===== config.mk =====
export PLATFORM = sky130hd
export DESIGN_NAME = limb_fetch
export DESIGN_NICKNAME = d
export VERILOG_FILES = /design/src/rtl/limb_pkg.sv /design/src/rtl/limb_call_stack.sv /design/src/rtl/limb_fetch.sv
export SDC_FILE = /design/constraint.sdc
export NUM_CORES = 1
export LEC_CHECK = 0
export ABC_AREA = 1
export ABC_CLOCK_PERIOD_IN_PS = 2500
export CELL_PAD_IN_SITES_DETAIL_PLACEMENT = 2
export CELL_PAD_IN_SITES_GLOBAL_PLACEMENT = 2
export CORE_MARGIN = 3
export CORE_UTILIZATION = 32
export DETAILED_ROUTE_END_ITERATION = 7
export PLACE_DENSITY_LB_ADDON = 0.1
export SLEW_MARGIN = 20
export SYNTH_ARGS = -nofsm -noshare
export SYNTH_HDL_FRONTEND = slang
export SYNTH_SLANG_ARGS = --single-unit

===== constraint.sdc =====
create_clock -name clk -period 2.5 [get_ports clk]
set_clock_uncertainty 0.2 [all_clocks]
set_input_delay 0.375 -clock clk [delete_from_list [all_inputs] [get_ports clk]]
set_output_delay 0.375 -clock clk [all_outputs]
set_load 0.01 [all_outputs]

===== src/rtl/limb_pkg.sv =====
// limb_pkg: shared widths and redirect encoding for the Limb fetch stage.
package limb_pkg;
    localparam int PC_W = 8;
    localparam int IR_W = 32;
    typedef enum logic [1:0] {RD_NONE, RD_BRANCH, RD_CALL, RD_RET} redirect_e;
endpackage


===== src/rtl/limb_call_stack.sv =====
// limb_call_stack: LIFO of return addresses; push when full and pop when empty are ignored.
module limb_call_stack #(
    parameter int STACK_DEPTH = 16,
    parameter int PC_W = 8
)(
    input  logic                           clk,
    input  logic                           reset,
    input  logic                           push,
    input  logic                           pop,
    input  logic [PC_W-1:0]                din,
    output logic [PC_W-1:0]                dout,
    output logic [$clog2(STACK_DEPTH):0]   sp,
    output logic                           full,
    output logic                           empty
);
    localparam int AW = $clog2(STACK_DEPTH);
    localparam int SP_W = AW + 1;
    logic [PC_W-1:0] mem [STACK_DEPTH];
    logic [AW-1:0]   top_idx;
    assign full    = sp == SP_W'(STACK_DEPTH);
    assign empty   = sp == '0;
    assign top_idx = AW'(sp - 1'b1);
    assign dout    = mem[top_idx];
    always_ff @(posedge clk or posedge reset) begin
        if (reset)
            sp <= '0;
        else if (pop && !empty)
            sp <= sp - 1'b1;
        else if (push && !full)
            sp <= sp + 1'b1;
    end
    // Entries are not reset; occupancy alone decides what is live.
    always_ff @(posedge clk) begin
        if (push && !pop && !full)
            mem[sp[AW-1:0]] <= din;
    end
endmodule


===== src/rtl/limb_fetch.sv =====
// limb_fetch: Limb CPU fetch stage with PC, instruction register and hardware call stack.
module limb_fetch #(
    parameter int PC_W = limb_pkg::PC_W,
    parameter int IR_W = limb_pkg::IR_W,
    parameter int STACK_DEPTH = 16
)(
    input  logic                           clk,
    input  logic                           reset,
    input  logic                           stall,
    output logic [PC_W-1:0]                rom_addr,
    input  logic [IR_W-1:0]                rom_data,
    output logic [IR_W-1:0]                ir,
    output logic [PC_W-1:0]                ir_pc,
    output logic                           ir_valid,
    input  logic                           branch_taken,
    input  logic                           call,
    input  logic                           ret,
    input  logic [PC_W-1:0]                branch_target,
    output logic [$clog2(STACK_DEPTH):0]   sp,
    output logic                           stack_overflow,
    output logic                           stack_underflow
);
    import limb_pkg::*;
    redirect_e       rd;
    logic [PC_W-1:0] pc, next_pc, link, dout;
    logic            push, pop, full, empty;
    assign rom_addr = pc;
    assign link     = ir_pc + 1'b1;
    // Redirects only act on a live, non-stalled instruction.
    assign rd = !(ir_valid && !stall) ? RD_NONE :
                ret                   ? RD_RET :
                call                  ? RD_CALL :
                branch_taken          ? RD_BRANCH : RD_NONE;
    assign push    = rd == RD_CALL;
    assign pop     = rd == RD_RET;
    assign next_pc = rd == RD_RET  ? (empty ? link : dout) :
                     rd == RD_NONE ? pc + 1'b1 : branch_target;
    limb_call_stack #(.STACK_DEPTH(STACK_DEPTH), .PC_W(PC_W)) u_stack (
        .clk(clk), .reset(reset), .push(push), .pop(pop), .din(link),
        .dout(dout), .sp(sp), .full(full), .empty(empty)
    );
    always_ff @(posedge clk or posedge reset) begin
        if (reset) begin
            pc              <= '0;
            ir              <= '0;
            ir_pc           <= '0;
            ir_valid        <= 1'b0;
            stack_overflow  <= 1'b0;
            stack_underflow <= 1'b0;
        end else if (!stall) begin
            pc              <= next_pc;
            ir              <= rom_data;
            ir_pc           <= pc;
            ir_valid        <= rd == RD_NONE;
            stack_overflow  <= stack_overflow | (push & full);
            stack_underflow <= stack_underflow | (pop & empty);
        end
    end
endmodule


; ---- Yosys cells after proc, flatten, opt, wreduce, memory -nomap -nowiden
; Memory sizes are Yosys's and may differ from the RTL's.
; Index checks and enable logic that the tools add are counted.
[op_classes]
addsub = 4
eq_ne = 3
mux = 11
bitwise_logic = 4
n_reduce_logical = 12
[ops]
columns = cell, n
row1 = $mux 8, 3
row2 = $add 8x1->8 const B, 2
row3 = $mux 5, 2
row4 = $mux 2, 3
row5 = $add 5x1->5 const B, 1
row6 = $eq 5x5->1 const B, 1
row7 = $logic_and 1x1->1, 5
row8 = $logic_not 5->1, 1
row9 = $sub 5x1->5 const B, 1
row10 = $eq 2x2->1 const B, 2
row11 = $logic_not 1->1, 4
row12 = $mux 1, 3
row13 = $and 1x1->1, 2
row14 = $logic_not 2->1, 1
row15 = $or 1x1->1, 2
row16 = $reduce_bool 2->1, 1
[totals]
reg_bits = 56
ramBits = 128
output_inout_bits = 56
elab_cells = 42
mem_count = 1
[mem_list]
columns = memory, depth, width, read_ports, rd_ports_with_merged_regs, wr, line_no
row1 = u_stack.mem, 16, 8, 1, 0, 1, limb_call_stack.sv:18  ; logic [PC_W-1:0] mem [STACK_DEPTH];

; ---- Logic depth before layout (Yosys ltp)
; Gate-level depths: netlist of the first run.
[logic_depth]
depth_word = 10
ltp_mapped = 15
mapped_depth_nobuf = 11

; ---- Modules after synthesis
; From an unflattened synthesis of the first run, not the netlist that was laid out.
[unflattened]
hier_cells = 942
area_unflattened_um2 = 8534.4
[by_module_without_submodules]
columns = module, n_inst, cells_each, area_per_inst_um2, seq_area_each_um2
row1 = limb_call_stack, 1, 593, 5979.5, 3968.8
row2 = limb_fetch, 1, 349, 2555.0, 1276.2

; ---- Worst setup path before layout of the first run
; No wires, ideal clock.
[synth_timing]
path_kind = register -> register
from = register u_stack.sp[0]
to = memory u_stack.mem[8][0] (enable)
arrival_ns = 1.979
t_required_ns = 1.917
slack_ns = -0.062
path_stages_with_launch = 8
n_path_buf = 2
cell_sequence = dfrtp_1 > inv_2 > buf_2 > buf_2 > ha_1 > nand3_1 > nand3_2 > nor3_1
[synth_between]
elab_chain_len = 5
[synth_rtl]
columns = element, line_no
row1 = start: declaration, limb_call_stack.sv:12  ; output logic [$clog2(STACK_DEPTH):0] sp,
row2 = start signal: assignment, limb_call_stack.sv:28  ; sp <= sp - 1'b1;
row3 = start signal: assignment, limb_call_stack.sv:30  ; sp <= sp + 1'b1;
row4 = $eq 5x5->1, limb_call_stack.sv:20  ; assign full = sp == SP_W'(STACK_DEPTH);
row5 = $logic_not 1->1, limb_call_stack.sv:34  ; if (push && !pop && !full)
row6 = $logic_and 1x1->1, limb_call_stack.sv:34
row7 = $mux 1, limb_call_stack.sv:34
row8 = $mux 1 (implied by the code), limb_call_stack.sv:35  ; mem[sp[AW-1:0]] <= din;
row9 = end: declaration, limb_call_stack.sv:18
; Several ways; a longest one is shown, not always the timed one.

; ---- Worst setup path in the final report of the first run
[layout_timing]
from = register u_stack.sp[1]
to = register pc[6] (netlist: rom_addr[6])
[layout_between]
elab_chain_len = 4
[layout_rtl]
columns = element, line_no
row1 = $sub 5x1->5, limb_call_stack.sv:22  ; assign top_idx = AW'(sp - 1'b1);
row2 = $mem_v2 16x8, --
row3 = $mux 8 (*) (2 in a row), limb_fetch.sv:36  ; assign next_pc = rd == RD_RET ? (empty ? link : dout) :
row4 = end signal: assignment, limb_fetch.sv:51  ; pc <= next_pc;
row5 = end: declaration, limb_fetch.sv:25  ; logic [PC_W-1:0] pc, next_pc, link, dout;
; Mark *: on every way between the ends. The rest lies on a longest branch, timed or not.
; A chain may end at the register's enable or synchronous reset.

==> flow_summary.ini, run 1 <==
[status]
status = finished clean

[yosys]
synth_area_leader_cell = edfxtp_1
ys_warn_count = 0
syn_nets = 868
synth_area_per_cell_um2 = 9.957
synth.distinct_cells = 32
synthTopCellsByArea = edfxtp_1, dfrtp_1, nand2_1, nor2_1, nand3_1
syn_area_um2 = 8115
synthCells = 815
synth-seq-area-share_pct = 64.63
synth.top_cell.area_share_pct = 47.36
synth_seq_cells = 184

[floorplan]
coreArea_um2 = 24600
die_area_um2 = 27310
die_w_um = 165.3
placementRows = 57
start_util_pct = 32.98
die_h_um = 165.3
ioPinCount = 102

[timing]
slew_viol_final = 0
fmax_mhz = 417.0
setup_viol = 0
worst_pin_slew_ns = 0.8075
hold_viol_final = 0
period_share_pct = 95.92
max_slew_margin_pct = 45.90
fin_crit_ns = 2.398

[clock_network]
cts_root_buffer = clkbuf_16
cts.htree.levels = 4
cts_buffer_depth = 2
cts-buffers-inserted = 17
insertion_delay_ns = 0.43
clkTransAtPathRegs_ns = 0.07
cts_sinks = 184
tritoncts = yes

[route]
routed_via_density = 4.869
drtIter0Drc = 273
antenna_left = 0
dr_total_vias = 6232
wl_per_cell_um = 20.59
dr.pass1.iters = 5
finalWirelength_um = 26350
drc = 0

[pwr]
p_leak_nw = 4.178
power_density_nw_per_um2 = 1209
p_clk_share_pct = 21.5
switching_share_pct = 41.82
fin_total_pwr_mw = 12.49
irDropWorstVdd_mv = 0.5847
seq_power_share_pct = 32.8
combPwrFrac_pct = 45.7
intPower_mw = 7.268
p_sw_mw = 5.224

[hold_path]
hold_class = input port to asynchronous set/reset pin

[critical_path]
reg2reg_setup_slack_ns = 0.10
cp-start-kind = flip-flop
rr_endpoint = rom_addr[6]
crit_arrival_ns = 2.51
end_kind = flip-flop
ff2ff_path_depth = 8
rr_startpoint = u_stack.sp[1]
crit_fanout = 16
critical_path_class = flip-flop to flip-flop
worstPathRequired_ns = 2.61

[layout]
syn2layout_area_growth_pct = 27.27
drive_gt1_share_pct = 10.46
antennaDiodeCount = 0
fin_nets = 997
final_core_util_pct = 41.98

[global_route]
grt-busiest-layer = met2
grt_max_degree = 70
antenna_found_initial = 0
grtUsageTotal_pct = 20.18
overflow = 0
grt_pass1_vias = 7062
use_met3_pct = 3.417
grt_first_pass_wirelength_um = 41550
grt_use_met2_pct = 35.13
grt_use_met1_pct = 26.37

[job]
maxCapViolCount = 0

[placement]
dp_hpwl_um = 18630
gp_congestion = 0.7902
io_buffers = 101
-- how the worst max path moves through the flow --
stage	slack [ns]	from	endpoint
2_1_floorplan	-0.06	u_stack.sp[0]	u_stack.mem[8][0]
3_3_place_gp	0.05	call	u_stack.mem[14][4]
3_5_place_dp	-0.09	call	u_stack.sp[3]
4_1_cts	0.13	u_stack.sp[1]	rom_addr[6]
5_1_grt	-0.009	u_stack.sp[1]	rom_addr[6]
6_report	0.10	u_stack.sp[1]	rom_addr[6]
-- through the flow --
stage	setup TNS [ns]	hold slack (ns)	std cells	area, µm²	setup WS (ns)
3_5_place_dp	-1.593	0.2586	1246	9707	-0.09203
4_1_cts	0	0.1451	1280	10320	0.1296
5_1_grt	-0.01534	0.1584	1280	10330	-0.008533
6_report	0	0.1301	1280	10330	0.1021
2_1_floorplan	-1.489	0.2846	815	8115	-0.06206
3_3_place_gp	0	0.2591	1246	9707	0.05140
-- cell usage after synthesis, drive strengths merged --
library cell    n
nor2          152
dfrtp          56
clkbuf         12
edfxtp        128
a21oi          12
nand2         202
or2             1
o211ai          1
inv            52
o21bai          1
o21ai          72
ha              7
xor2            8
nand3b          1
xnor2           1
nor3            8
o221ai          2
nand3          75
buf            24
-- metal layers --
| metal | up-vias | part of all wire [%] |
|---|---|---|
| met5 | - | 0 |
| met4 | 0 | 1.1 |
| met3 | 16 | 3.6 |
| met2 | 126 | 51 |
| met1 | 3140 | 45 |
| li1 | 2950 | - |
-- area by class of cell --
| cell class | count | area, µm² |
|---|---|---|
| Timing Repair Buffer | 146 | 1424 |
| Clock inverter | 13 | 145.1 |
| Multi-Input combinational cell | 543 | 2484 |
| Fill cell | 2650 | 14280 |
| Clock buffer | 18 | 429.2 |
| Sequential cell | 184 | 5246 |
| Inverter | 52 | 195.2 |
| Tap cell | 324 | 405.4 |
-- logic make-up (layout without fill, tap and decap cells) --
kind of cell,after synthesis,in the layout,synth area share [%]
adder cells (fa/ha/maj),7,7,1.079
AO/OA/AOI/OAI,88,88,5.951
AND/OR/NAND/NOR,439,439,22.12
XOR/XNOR,9,9,1.295
buffers and inverters,88,229,4.918
flip-flops,184,184,64.63
-- placed cells by master, fill, tap and decap left out, types with 3 or more instances in the layout --
master | synthesis | layout
clkinv_4 | 0 | 3
o21ai_0 | 45 | 45
nor2_1 | 149 | 149
inv_2 | 5 | 6
nand2_1 | 200 | 200
ha_1 | 7 | 6
a21oi_1 | 4 | 4
a21oi_2 | 8 | 8
nor3_1 | 8 | 8
clkdlybuf4s50_1 | 0 | 101
xor2_1 | 7 | 7
buf_12 | 0 | 6
o21ai_1 | 27 | 27
edfxtp_1 | 128 | 128
inv_1 | 47 | 46
nand3_1 | 72 | 72
inv_6 | 0 | 4
buf_4 | 8 | 39
nand3_2 | 3 | 3
dfrtp_1 | 56 | 55
clkbuf_16 | 0 | 17
-- what timing repair did --
action                     CTS  global route
resized for setup            0             2
buffers inserted             3             0
hold buffers                 0             0
setup endpoints to repair    1             1
-- worst max-delay path, cell delays in order, from the launching register on --
cell	delay, ns
dfrtp_1	0.35
inv_1	0.14
ha_1	0.27
xnor2_2	0.64
nand3_1	0.23
nand3_1	0.18
nand2_1	0.11
nand2_1	0.10
a21oi_2	0.06
-- flip-flops by register name, summed over array words and instances (netlist names) --
register	count
u_stack.mem	128
ir	32
ir_pc	8
rom_addr	8
u_stack.sp	5
ir_valid	1
stack_overflow	1
stack_underflow	1
-- power by group through the flow --
stage          Sequential, mW  Combinational (mW)  Clock [mW]
2_1_floorplan            4.13                3.09           0
3_3_place_gp             4.14                5.42           0
3_5_place_dp             4.15                5.61           0
4_1_cts                  4.09                5.79        2.76
5_1_grt                  4.13                6.31        2.87
6_report                 4.09                5.71        2.69
(Power assumes the default switching activity.)
==> run 2: changes to the inputs <==
- ABC_CLOCK_PERIOD_IN_PS: 2500 -> 2000
- clock period: 2.5 -> 2 ns (I/O delays scaled with it)
==> run 2 against run 1 <==
The flow now finishes with violations (setup timing). Core utilization increased by 5.3 points. Critical endpoint is now rom_addr[0]. Via count increased by 5.7%. Critical path depth increased by 2. Hold slack improved by 0.065 ns. Routed wire length increased by 18%. Combinational power increased by 96%. Final area increased by 13%. Sequential power increased by 22%. Power increased by 57%. Die area unchanged.
==> flow_summary.ini, run 2 (synthesized netlist as in run 1, its figures left out) <==
[floorplan]
die_area_um2 = 27310
die_h_um = 165.3
ioPinCount = 102
die_w_um = 165.3
placementRows = 57
coreArea_um2 = 24600
start_util_pct = 32.98

[placement]
gp_congestion = 0.8398
dp_hpwl_um = 20450
dp_cells = 1276
io_buffers = 101
place_area_um2 = 10190

[layout]
syn2layout_area_growth_pct = 43.40
fin_area_um2 = 11640
antennaDiodeCount = 0
layout_commonest_cell = nand2_1
final_core_util_pct = 47.30
final_cell_mix = nand2_1, edfxtp_1, nor2_1
fin_nets = 1042
largest_reg_flops = 128
fin_cells = 1326
drive_gt1_share_pct = 26.95

[pwr]
switching_share_pct = 44.57
irDropWorstVdd_mv = 0.7193
power_density_nw_per_um2 = 1684
p_leak_nw = 4.683
seq_power_share_pct = 25.4
p_sw_mw = 8.734
fin_total_pwr_mw = 19.60
p_clk_share_pct = 17.4
combPwrFrac_pct = 57.1
intPower_mw = 10.86

[timing]
worst_pin_slew_ns = 0.5493
period_share_pct = 104.9
fmax_mhz = 476.8
fin_ws_ns = -0.09734
max_slew_margin_pct = 63.38
hold_ws_ns = 0.1954
fin_crit_ns = 2.097
hold_viol_final = 0
rsz0062_at_grt = true
setup_viol = 17
slew_viol_final = 0

[status]
violations = setup timing
status = finished with violations

[critical_path]
crit_arrival_ns = 2.22
end_kind = flip-flop
crit_fanout = 8
cp-start-kind = flip-flop
worstPathRequired_ns = 2.12
ff2ff_path_depth = 10
critical_path_class = flip-flop to flip-flop
rr_endpoint = rom_addr[0]
rr_startpoint = u_stack.sp[1]
reg2reg_setup_slack_ns = -0.1

[clock_network]
tritoncts = yes
cts_sinks = 184
clkTransAtPathRegs_ns = 0.08
cts_root_buffer = clkbuf_16
insertion_delay_ns = 0.43
cts_buffer_depth = 2
cts.htree.levels = 4
cts-buffers-inserted = 17

[hold_path]
holdPathEnd = ir[10]
min_path_cells = 3
hold_class = input port to flip-flop
hold_start = rom_data[10]

[route]
antenna_left = 0
dr.pass1.iters = 4
routed_via_density = 4.970
wl_per_cell_um = 23.35
dr_total_vias = 6590
finalWirelength_um = 30970
drtIter0Drc = 408
drc = 0

[global_route]
antenna_found_initial = 0
overflow = 0
grt_max_degree = 52
grt_first_pass_wirelength_um = 46240
grtUsageTotal_pct = 22.58
grt_pass1_vias = 7542

[job]
maxCapViolCount = 0
run 2: cell types whose count changed in the layout (fill, tap and decap cells not counted), sizes merged:
| cell | before | now |
|---|---|---|
| buf | 45 | 87 |
| clkdlybuf4s50 | 101 | 88 |
| dlygate4sd2 | 0 | 6 |
| dlymetal6s2s | 0 | 6 |
| clkinvlp | 0 | 2 |
| bufinv | 2 | 1 |
| clkbuf | 18 | 19 |
| clkdlybuf4s15 | 0 | 1 |
| dlygate4sd3 | 0 | 1 |
| inv | 57 | 58 |
run 2: worst max-delay path by stage:
stage,from,to,cells after the start
finish,u_stack.sp[1],rom_addr[0],10
global route,u_stack.sp[0],rom_addr[2],11
CTS,u_stack.sp[1],rom_addr[3],11
detailed placement,ret,u_stack.mem[4][3],7
global placement,call,u_stack.mem[4][3],8
floorplan,u_stack.sp[0],u_stack.mem[10][0],9
run 2: per-layer routing:
metal / global-route usage (%) / wire, µm / vias to the layer above / part of all wire [%]
li1: - / - / 3055 / -
met1: 28.41 / 13070 / 3400 / 42
met2: 40.70 / 16580 / 117 / 54
met3: 3.841 / 920 / 18 / 3.0
met4: 4.766 / 391 / 0 / 1.3
met5: 0 / 0 / - / 0
run 2: power groups by stage:
stage	logic, mW	clock network, mW	registers [mW]
after floorplan	4.18	0	5.17
after global placement	7.80	0	5.05
after detailed placement	8.07	0	5.06
after CTS	9.81	3.48	4.97
after global routing	12.0	3.63	5.03
final	11.2	3.42	4.99
run 2: worst max-delay path, stage by stage, from the launching register on:
cell	delay [ns]
dfrtp_1	0.41
inv_2	0.13
ha_4	0.24
xor2_4	0.25
buf_12	0.20
buf_6	0.12
nand3_2	0.11
nand3_2	0.12
nand2_2	0.08
nand2_2	0.08
a21oi_2	0.05
run 2: through the flow:
| step | worst slack, ns | TNS, ns |
|---|---|---|
| 6_report | -0.09734 | -0.7630 |
| 5_1_grt | -0.1546 | -1.661 |
| 4_1_cts | -0.07419 | -0.2049 |
| 3_5_place_dp | -0.3521 | -39.73 |
| 3_3_place_gp | -0.3299 | -34.03 |
| 2_1_floorplan | -0.1010 | -8.194 |
run 2: area by class of cell:
type | instances | area, µm²
Clock buffer | 17 | 425.4
Clock inverter | 15 | 160.2
Fill cell | 2498 | 12970
Inverter | 52 | 212.7
Multi-Input combinational cell | 543 | 3224
Sequential cell | 184 | 5249
Tap cell | 324 | 405.4
Timing Repair Buffer | 191 | 1961
run 2: repair_timing:
item	CTS	global route
cloned	1	2
hold endpoints to repair	11	0
resized for setup	99	94
buffers inserted	14	1
hold buffers	1	0
pin swaps	23	39
endpoints found under the setup margin	43	54
